**config.mk**
```make
export PLATFORM = sky130hd
export DESIGN_NAME = snake_game_ctrl_flat
export DESIGN_NICKNAME = d
export VERILOG_FILES = /design/src/rtl/snake_pkg.sv /design/src/rtl/snake_game_ctrl_if.sv /design/src/rtl/snake_tick_gen.sv /design/src/rtl/snake_game_ctrl.sv /design/src/flat_wrapper.sv
export SDC_FILE = /design/constraint.sdc
export NUM_CORES = 1
export LEC_CHECK = 0
export CAP_MARGIN = 30
export CORE_ASPECT_RATIO = 1.5
export CORE_MARGIN = 2
export CORE_UTILIZATION = 61
export CTS_BUF_LIST = sky130_fd_sc_hd__clkbuf_4
export DETAILED_ROUTE_END_ITERATION = 12
export HOLD_SLACK_MARGIN = 0.06
export PLACE_DENSITY = 0.91
export SLEW_MARGIN = 40
export SYNTH_ARGS = -nofsm -noshare
export SYNTH_HDL_FRONTEND = slang
export SYNTH_SLANG_ARGS = --single-unit
```
**constraint.sdc**
```tcl
create_clock -name clk25 -period 6.2 [get_ports clk25]
set_clock_uncertainty 0.2 [all_clocks]
set_input_delay 1.24 -clock clk25 [delete_from_list [all_inputs] [get_ports clk25]]
set_output_delay 1.24 -clock clk25 [all_outputs]
set_load 0.03 [all_outputs]
```
**src/rtl/snake_pkg.sv**
```systemverilog
// Shared types and defaults for the snake game sequencing logic.
package snake_pkg;

  typedef enum logic [2:0] {
    MV_RIGHT = 3'b000,
    MV_UP    = 3'b001,
    MV_LEFT  = 3'b010,
    MV_DOWN  = 3'b011,
    MV_HOLD  = 3'b100
  } move_t;

  typedef enum logic [1:0] {
    ST_IDLE,
    ST_RUN,
    ST_DEAD
  } game_state_t;

  localparam int unsigned CELL_DEF  = 20;
  localparam int unsigned X_MAX_DEF = 620;
  localparam int unsigned Y_MAX_DEF = 460;

  // Right/left and up/down differ only in bit 1 of their codes.
  function automatic logic is_reverse(input move_t a, input move_t b);
    return (a[2] == 1'b0) && (b[2] == 1'b0) && ((a ^ b) == 3'b010);
  endfunction

endpackage

```
**src/rtl/snake_game_ctrl_if.sv**
```systemverilog
// Signal bundle between the game controller and the snake datapath.
interface snake_game_ctrl_if;
  logic       start;
  logic       btn_right;
  logic       btn_up;
  logic       btn_left;
  logic       btn_down;
  logic [9:0] head_x;
  logic [9:0] head_y;
  logic       self_hit;
  logic       apple_hit;
  logic [2:0] move;
  logic       step;
  logic       running;
  logic       lose;
  logic [7:0] score;

  // Datapath / stimulus side.
  modport master (
    output start, btn_right, btn_up, btn_left, btn_down,
    output head_x, head_y, self_hit, apple_hit,
    input  move, step, running, lose, score
  );

  // Controller side.
  modport slave (
    input  start, btn_right, btn_up, btn_left, btn_down,
    input  head_x, head_y, self_hit, apple_hit,
    output move, step, running, lose, score
  );
endinterface

```
**src/rtl/snake_tick_gen.sv**
```systemverilog
// Movement tick divider: counts 0..TICK_DIV-1 while enabled, one-cycle tick on the last count.
module snake_tick_gen #(
  parameter int unsigned TICK_DIV = 4
) (
  input  logic clk_i,
  input  logic rst_ni,
  input  logic clr_i,
  output logic tick_o
);

  localparam int unsigned   CW   = $clog2(TICK_DIV);
  localparam logic [CW-1:0] LAST = CW'(TICK_DIV - 1);

  logic [CW-1:0] cnt_q, cnt_d;

  // Next count: synchronous clear has priority, otherwise wrap at LAST.
  always_comb begin
    cnt_d = cnt_q;
    if (clr_i)              cnt_d = '0;
    else if (cnt_q == LAST) cnt_d = '0;
    else                    cnt_d = cnt_q + 1'b1;
  end

  assign tick_o = !clr_i && (cnt_q == LAST);

  // Counter register.
  always_ff @(posedge clk_i or negedge rst_ni) begin
    if (!rst_ni) cnt_q <= '0;
    else         cnt_q <= cnt_d;
  end

endmodule

```
**src/rtl/snake_game_ctrl.sv**
```systemverilog
// Snake game sequencer: run/dead FSM, direction arbitration, wall/self collision, score.
module snake_game_ctrl
  import snake_pkg::*;
#(
  parameter int unsigned TICK_DIV = 6_250_000,
  parameter int unsigned CELL     = CELL_DEF,
  parameter int unsigned X_MAX    = X_MAX_DEF,
  parameter int unsigned Y_MAX    = Y_MAX_DEF
) (
  input  logic              clk25,
  input  logic              rst_n,
  snake_game_ctrl_if.slave  bus
);

  localparam logic signed [10:0] CELL_S  = 11'(CELL);
  localparam logic signed [10:0] X_MAX_S = 11'(X_MAX);
  localparam logic signed [10:0] Y_MAX_S = 11'(Y_MAX);

  game_state_t state_q;
  move_t       committed_q, pending_q, pending_d, move_q;
  move_t       req_dir, dir_ref;
  logic        req_valid;
  logic        step_q, running_q, lose_q;
  logic [7:0]  score_q;
  logic        tick;
  logic        wall;
  logic signed [10:0] hx, hy, nx, ny;

  snake_tick_gen #(.TICK_DIV(TICK_DIV)) u_tick (
    .clk_i  (clk25),
    .rst_ni (rst_n),
    .clr_i  (state_q != ST_RUN),
    .tick_o (tick)
  );

  // Button arbitration: priority pick first, then drop reversals and repeats.
  // On a tick the reference is pending_q, the dir about to be committed, so a
  // same-cycle request cannot queue a reversal of the new heading.
  always_comb begin
    req_valid = 1'b1;
    req_dir   = MV_RIGHT;
    if      (bus.btn_right) req_dir = MV_RIGHT;
    else if (bus.btn_up)    req_dir = MV_UP;
    else if (bus.btn_left)  req_dir = MV_LEFT;
    else if (bus.btn_down)  req_dir = MV_DOWN;
    else                    req_valid = 1'b0;
    dir_ref = tick ? pending_q : committed_q;
    if (req_dir == dir_ref || is_reverse(req_dir, dir_ref)) req_valid = 1'b0;
    pending_d = req_valid ? req_dir : pending_q;
  end

  // Next-head wall check in signed 11-bit space.
  always_comb begin
    hx = signed'({1'b0, bus.head_x});
    hy = signed'({1'b0, bus.head_y});
    nx = hx;
    ny = hy;
    case (pending_q)
      MV_RIGHT: nx = hx + CELL_S;
      MV_LEFT:  nx = hx - CELL_S;
      MV_UP:    ny = hy - CELL_S;
      MV_DOWN:  ny = hy + CELL_S;
      default: ;
    endcase
    wall = (nx < 11'sd0) || (nx > X_MAX_S) || (ny < 11'sd0) || (ny > Y_MAX_S);
  end

  // Game FSM with registered outputs; self hit outranks wall hit outranks step.
  always_ff @(posedge clk25 or negedge rst_n) begin
    if (!rst_n) begin
      state_q     <= ST_IDLE;
      committed_q <= MV_RIGHT;
      pending_q   <= MV_RIGHT;
      move_q      <= MV_HOLD;
      step_q      <= 1'b0;
      running_q   <= 1'b0;
      lose_q      <= 1'b0;
      score_q     <= '0;
    end else begin
      step_q <= 1'b0;
      case (state_q)
        ST_IDLE: begin
          move_q    <= MV_HOLD;
          running_q <= 1'b0;
          lose_q    <= 1'b0;
          if (bus.start) begin
            state_q     <= ST_RUN;
            running_q   <= 1'b1;
            move_q      <= MV_RIGHT;
            committed_q <= MV_RIGHT;
            pending_q   <= MV_RIGHT;
            score_q     <= '0;
          end
        end
        ST_RUN: begin
          if (bus.apple_hit && score_q != 8'hFF) score_q <= score_q + 8'd1;
          if (bus.self_hit || (tick && wall)) begin
            state_q   <= ST_DEAD;
            running_q <= 1'b0;
            lose_q    <= 1'b1;
            move_q    <= MV_HOLD;
          end else if (tick) begin
            committed_q <= pending_q;
            move_q      <= pending_q;
            step_q      <= 1'b1;
            pending_q   <= pending_d;
          end else begin
            pending_q <= pending_d;
          end
        end
        ST_DEAD: begin
          move_q <= MV_HOLD;
          if (bus.start) begin
            state_q <= ST_IDLE;
            lose_q  <= 1'b0;
          end
        end
        default: state_q <= ST_IDLE;
      endcase
    end
  end

  assign bus.move    = move_q;
  assign bus.step    = step_q;
  assign bus.running = running_q;
  assign bus.lose    = lose_q;
  assign bus.score   = score_q;

endmodule

```
**src/flat_wrapper.sv**
```systemverilog
// flat-port wrapper written by rule: the top's interface ports become plain ports
module snake_game_ctrl_flat import snake_pkg::*;
#(
  parameter int unsigned TICK_DIV = 6_250_000,
  parameter int unsigned CELL     = CELL_DEF,
  parameter int unsigned X_MAX    = X_MAX_DEF,
  parameter int unsigned Y_MAX    = Y_MAX_DEF
)
  (clk25, rst_n, bus_start, bus_btn_right, bus_btn_up, bus_btn_left, bus_btn_down, bus_head_x, bus_head_y, bus_self_hit, bus_apple_hit, bus_move, bus_step, bus_running, bus_lose, bus_score);
  snake_game_ctrl_if bus_i ();
  input  logic clk25;
  input  logic rst_n;
  input wire logic [$bits(bus_i.start)-1:0] bus_start;
  input wire logic [$bits(bus_i.btn_right)-1:0] bus_btn_right;
  input wire logic [$bits(bus_i.btn_up)-1:0] bus_btn_up;
  input wire logic [$bits(bus_i.btn_left)-1:0] bus_btn_left;
  input wire logic [$bits(bus_i.btn_down)-1:0] bus_btn_down;
  input wire logic [$bits(bus_i.head_x)-1:0] bus_head_x;
  input wire logic [$bits(bus_i.head_y)-1:0] bus_head_y;
  input wire logic [$bits(bus_i.self_hit)-1:0] bus_self_hit;
  input wire logic [$bits(bus_i.apple_hit)-1:0] bus_apple_hit;
  output wire logic [$bits(bus_i.move)-1:0] bus_move;
  output wire logic [$bits(bus_i.step)-1:0] bus_step;
  output wire logic [$bits(bus_i.running)-1:0] bus_running;
  output wire logic [$bits(bus_i.lose)-1:0] bus_lose;
  output wire logic [$bits(bus_i.score)-1:0] bus_score;
  assign bus_i.start = bus_start;
  assign bus_i.btn_right = bus_btn_right;
  assign bus_i.btn_up = bus_btn_up;
  assign bus_i.btn_left = bus_btn_left;
  assign bus_i.btn_down = bus_btn_down;
  assign bus_i.head_x = bus_head_x;
  assign bus_i.head_y = bus_head_y;
  assign bus_i.self_hit = bus_self_hit;
  assign bus_i.apple_hit = bus_apple_hit;
  assign bus_move = bus_i.move;
  assign bus_step = bus_i.step;
  assign bus_running = bus_i.running;
  assign bus_lose = bus_i.lose;
  assign bus_score = bus_i.score;
  snake_game_ctrl #(.TICK_DIV(TICK_DIV), .CELL(CELL), .X_MAX(X_MAX), .Y_MAX(Y_MAX)) u_core (.clk25(clk25), .rst_n(rst_n), .bus(bus_i));
endmodule
```
==> results.py <==
metrics = {
    "floorplanning": {
        "die_x_um": 60.9,
        "num_rows": 31,
        "ioPinCount": 43,
        "fp.coreArea_um2": 4770,
        "die_h_um": 89.4,
        "initial_core_util_pct": 62.2,
        "dieArea_um2": 5450,
    },
    "route": {
        "first_pass_iters": 4,
        "vias_per_cell": 5.86,
        "ant_nets": 0,
        "wl_um": 6610,
        "drtIter0Drc": 126,
        "drcViolationCount": 0,
        "wl_per_cell_um": 14.9,
        "vias": 2603,
    },
    "job": {
        "cap_violations": 0,
    },
    "pwr": {
        "netSwitchingPower_uw": 364,
        "power_density_nw_per_um2": 270,
        "p_sw_share_pct": 38.1,
        "report.power.total_uw": 957,
        "leakage_nw": 1.48,
        "clkPwrFrac_pct": 22.9,
        "vdd_ir_drop_max_mv": 0.226,
        "p_seq_share_pct": 36.3,
        "pwr-share-comb_pct": 40.7,
        "p_int_uw": 593,
    },
    "placed_design": {
        "gp_congestion": 0.867,
        "io_buffers": 42,
        "dp_hpwl_um": 4960,
    },
    "sta": {
        "final-max-slew-violation-count": 0,
        "worst_pin_slew_ns": 0.742,
        "setup_violations": 0,
        "fin_crit_sh_pct": 63.2,
        "layout_min_cycle_time_ns": 3.92,
        "slew_headroom_pct": 50.4,
        "rsz0062_at_grt": "no",
        "hold_violations": 0,
        "fin_tns_setup_ns": 0,
        "max_freq_ghz": 0.255,
    },
    "critical_path": {
        "crit_buf_inv": 1,
        "cp_cell_sequence": "clkdlybuf4s50_1 > xnor2_1 > ha_1 > o2111ai_1 > nor2_1 > a2111oi_0 > a21oi_1 > nor2_4 > nand2_1 > o41ai_2",
        "cp.required_ns": 6.27,
        "cp_top_family": "compound AO/OA/AOI/OAI gates",
        "cp_slowest_stage_delay_ns": 0.60,
        "cp_max_fo": 8,
        "arrival_ns": 3.98,
        "slowest_stage": "clkdlybuf4s50_1",
        "cp-start-kind": "primary input",
        "crit_type": "primary input to flop",
        "endpoint_kind": "flop",
    },
    "synthesis": {
        "syn_inst": 336,
        "synth_ff_type": "dfrtp_1",
        "syn_nets": 380,
        "syn_avg_cell_area_um2": 8.83,
        "synth.yosys.seq_area_share_pct": 36.3,
        "synth_edf_count": 0,
        "synth_cell_types": 60,
        "synth_warnings": 0,
        "synthesis.area_um2": 2970,
        "ys_ff_latch": 43,
        "async_flop_share_pct": 100,
    },
    "grt": {
        "grt_util_met3_pct": 3.33,
        "use_met1_pct": 29.5,
        "grt_antenna_before_repair": 0,
        "grt_overflow": 0,
        "grt_max_degree": 44,
        "grt_first_pass_wirelength_um": 10700,
        "grt_pass1_vias": 2527,
        "met2_usage_pct": 47.0,
        "busiest_layer": "met2",
        "grt_util_all_layers_pct": 25.6,
    },
    "clock_network": {
        "clk_latency_ns": 0.35,
        "ctsHtreeMaxLevel": 2,
        "root_buffer": "clkbuf_4",
        "clkSlewWorstSetupHoldPaths_ns": 0.13,
        "cts_tree": "yes",
        "clk_path_buf_depth": 2,
        "postCtsSetupRepairBufs": 0,
        "cts_buffers": 5,
        "hold_buffers": 0,
        "cts_resized": 0,
        "cts.sinks": 43,
    },
    "layout": {
        "diodes": 0,
        "final_cell_mix": "51 x nor2_1, 42 x dfrtp_1, 41 x clkdlybuf4s50_1",
        "drive_gt1_share_pct": 6.35,
        "final_common_cell": "nor2_1",
        "nets": 421,
        "synthToLayoutAreaGrowth_pct": 19.3,
    },
    "status": {
        "status": "completed",
    },
    "hold_path": {
        "hp-class": "flop to flop",
    },
}
worst paths after layout:
path	start	to	slack, ns	cells after the start
max in group asynchronous	rst_n	u_core.u_tick.cnt_q[20]$_DFF_PN0_	4.78	1
min in group asynchronous	rst_n	u_core.u_tick.cnt_q[0]$_DFF_PN0_	0.65	1
worst min-delay path	u_core.u_tick.cnt_q[0]$_DFF_PN0_	u_core.u_tick.cnt_q[0]$_DFF_PN0_	0.27	1
worst min register to register	u_core.u_tick.cnt_q[0]$_DFF_PN0_	u_core.u_tick.cnt_q[0]$_DFF_PN0_	0.27	1
worst max-delay path	bus_head_x[3]	u_core.bus.move[0]$_DFFE_PN0P_	2.28	10
worst max register to register	u_core.pending_q[0]$_DFFE_PN0P_	u_core.bus.move[0]$_DFFE_PN0P_	2.88	11
metal layers:
metal,up-vias,wire length (µm)
met4,0,123
met5,-,0
met3,14,195
met1,1245,2670
li1,1286,-
met2,58,3620
registers in the layout (all words and copies together) (netlist names):
signal,count
u_core.u_tick.cnt_q,23
u_core.bus.score,8
u_core.bus.move,3
u_core.committed_q,2
u_core.pending_q,2
u_core.state_q,2
u_core.bus.lose,1
u_core.bus.running,1
u_core.bus.step,1
cell usage after synthesis, types with 3 or more instances:
master / number / area, µm²
clkbuf_1: 5 / 18.8
nor2_1: 51 / 191
xnor2_1: 13 / 114
inv_1: 15 / 56.3
o21a_1: 6 / 45.0
a31oi_1: 5 / 31.3
nand2_1: 28 / 105
nand3_1: 16 / 80.1
o21ai_1: 6 / 30.0
nor4_1: 3 / 18.8
ha_1: 14 / 175
nor3_1: 5 / 25.0
mux2i_1: 4 / 40.0
xor2_1: 19 / 166
dfrtp_1: 42 / 1050
a21oi_1: 13 / 65.1
o31ai_1: 4 / 30.0
nor2b_1: 6 / 37.5
nand4_1: 5 / 31.3
and3_1: 12 / 75.1
o21ai_0: 11 / 55.1
final cells by class:
cell class / instances / area (µm²)
inverters: 15 / 56.3
multi-input cells: 270 / 1800
flip-flops and latches: 43 / 1080
clock inverters: 2 / 60.1
clock buffers: 6 / 45.0
well taps: 66 / 82.6
fillers: 360 / 1230
repair buffers: 42 / 418
through the flow:
stage               instances  setup WS (ns)  area, µm²  utilization, %  hold slack, ns
finish                    444           2.28       3540            74.1           0.274
global route              444           2.11       3540            74.1           0.310
CTS                       444           2.31       3540            74.1           0.273
detailed placement        436           1.96       3430            71.9           0.256
global placement          436           2.00       3430            71.9           0.249
floorplan                 336           2.74       2970               -           0.225
power groups by stage:
stage                     Sequential, mW  Combinational, mW  Clock, mW
after global routing               0.352              0.431      0.234
after floorplan                    0.367              0.254          0
after CTS                          0.348              0.389      0.222
final                              0.348              0.390      0.219
after global placement             0.353              0.374          0
after detailed placement           0.354              0.387          0
cell families (layout without fill, tap and decap cells):
group,Yosys count,after routing,synth area share (%)
compound gates,72,72,17.7
mux,5,5,1.73
fa+ha+maj,15,15,6.58
xor+xnor,32,32,9.45
simple gates,146,146,25.1
flops,43,43,36.3
buf+inv,23,65,3.04
Note: power is estimated with default switching activity, not from simulation.
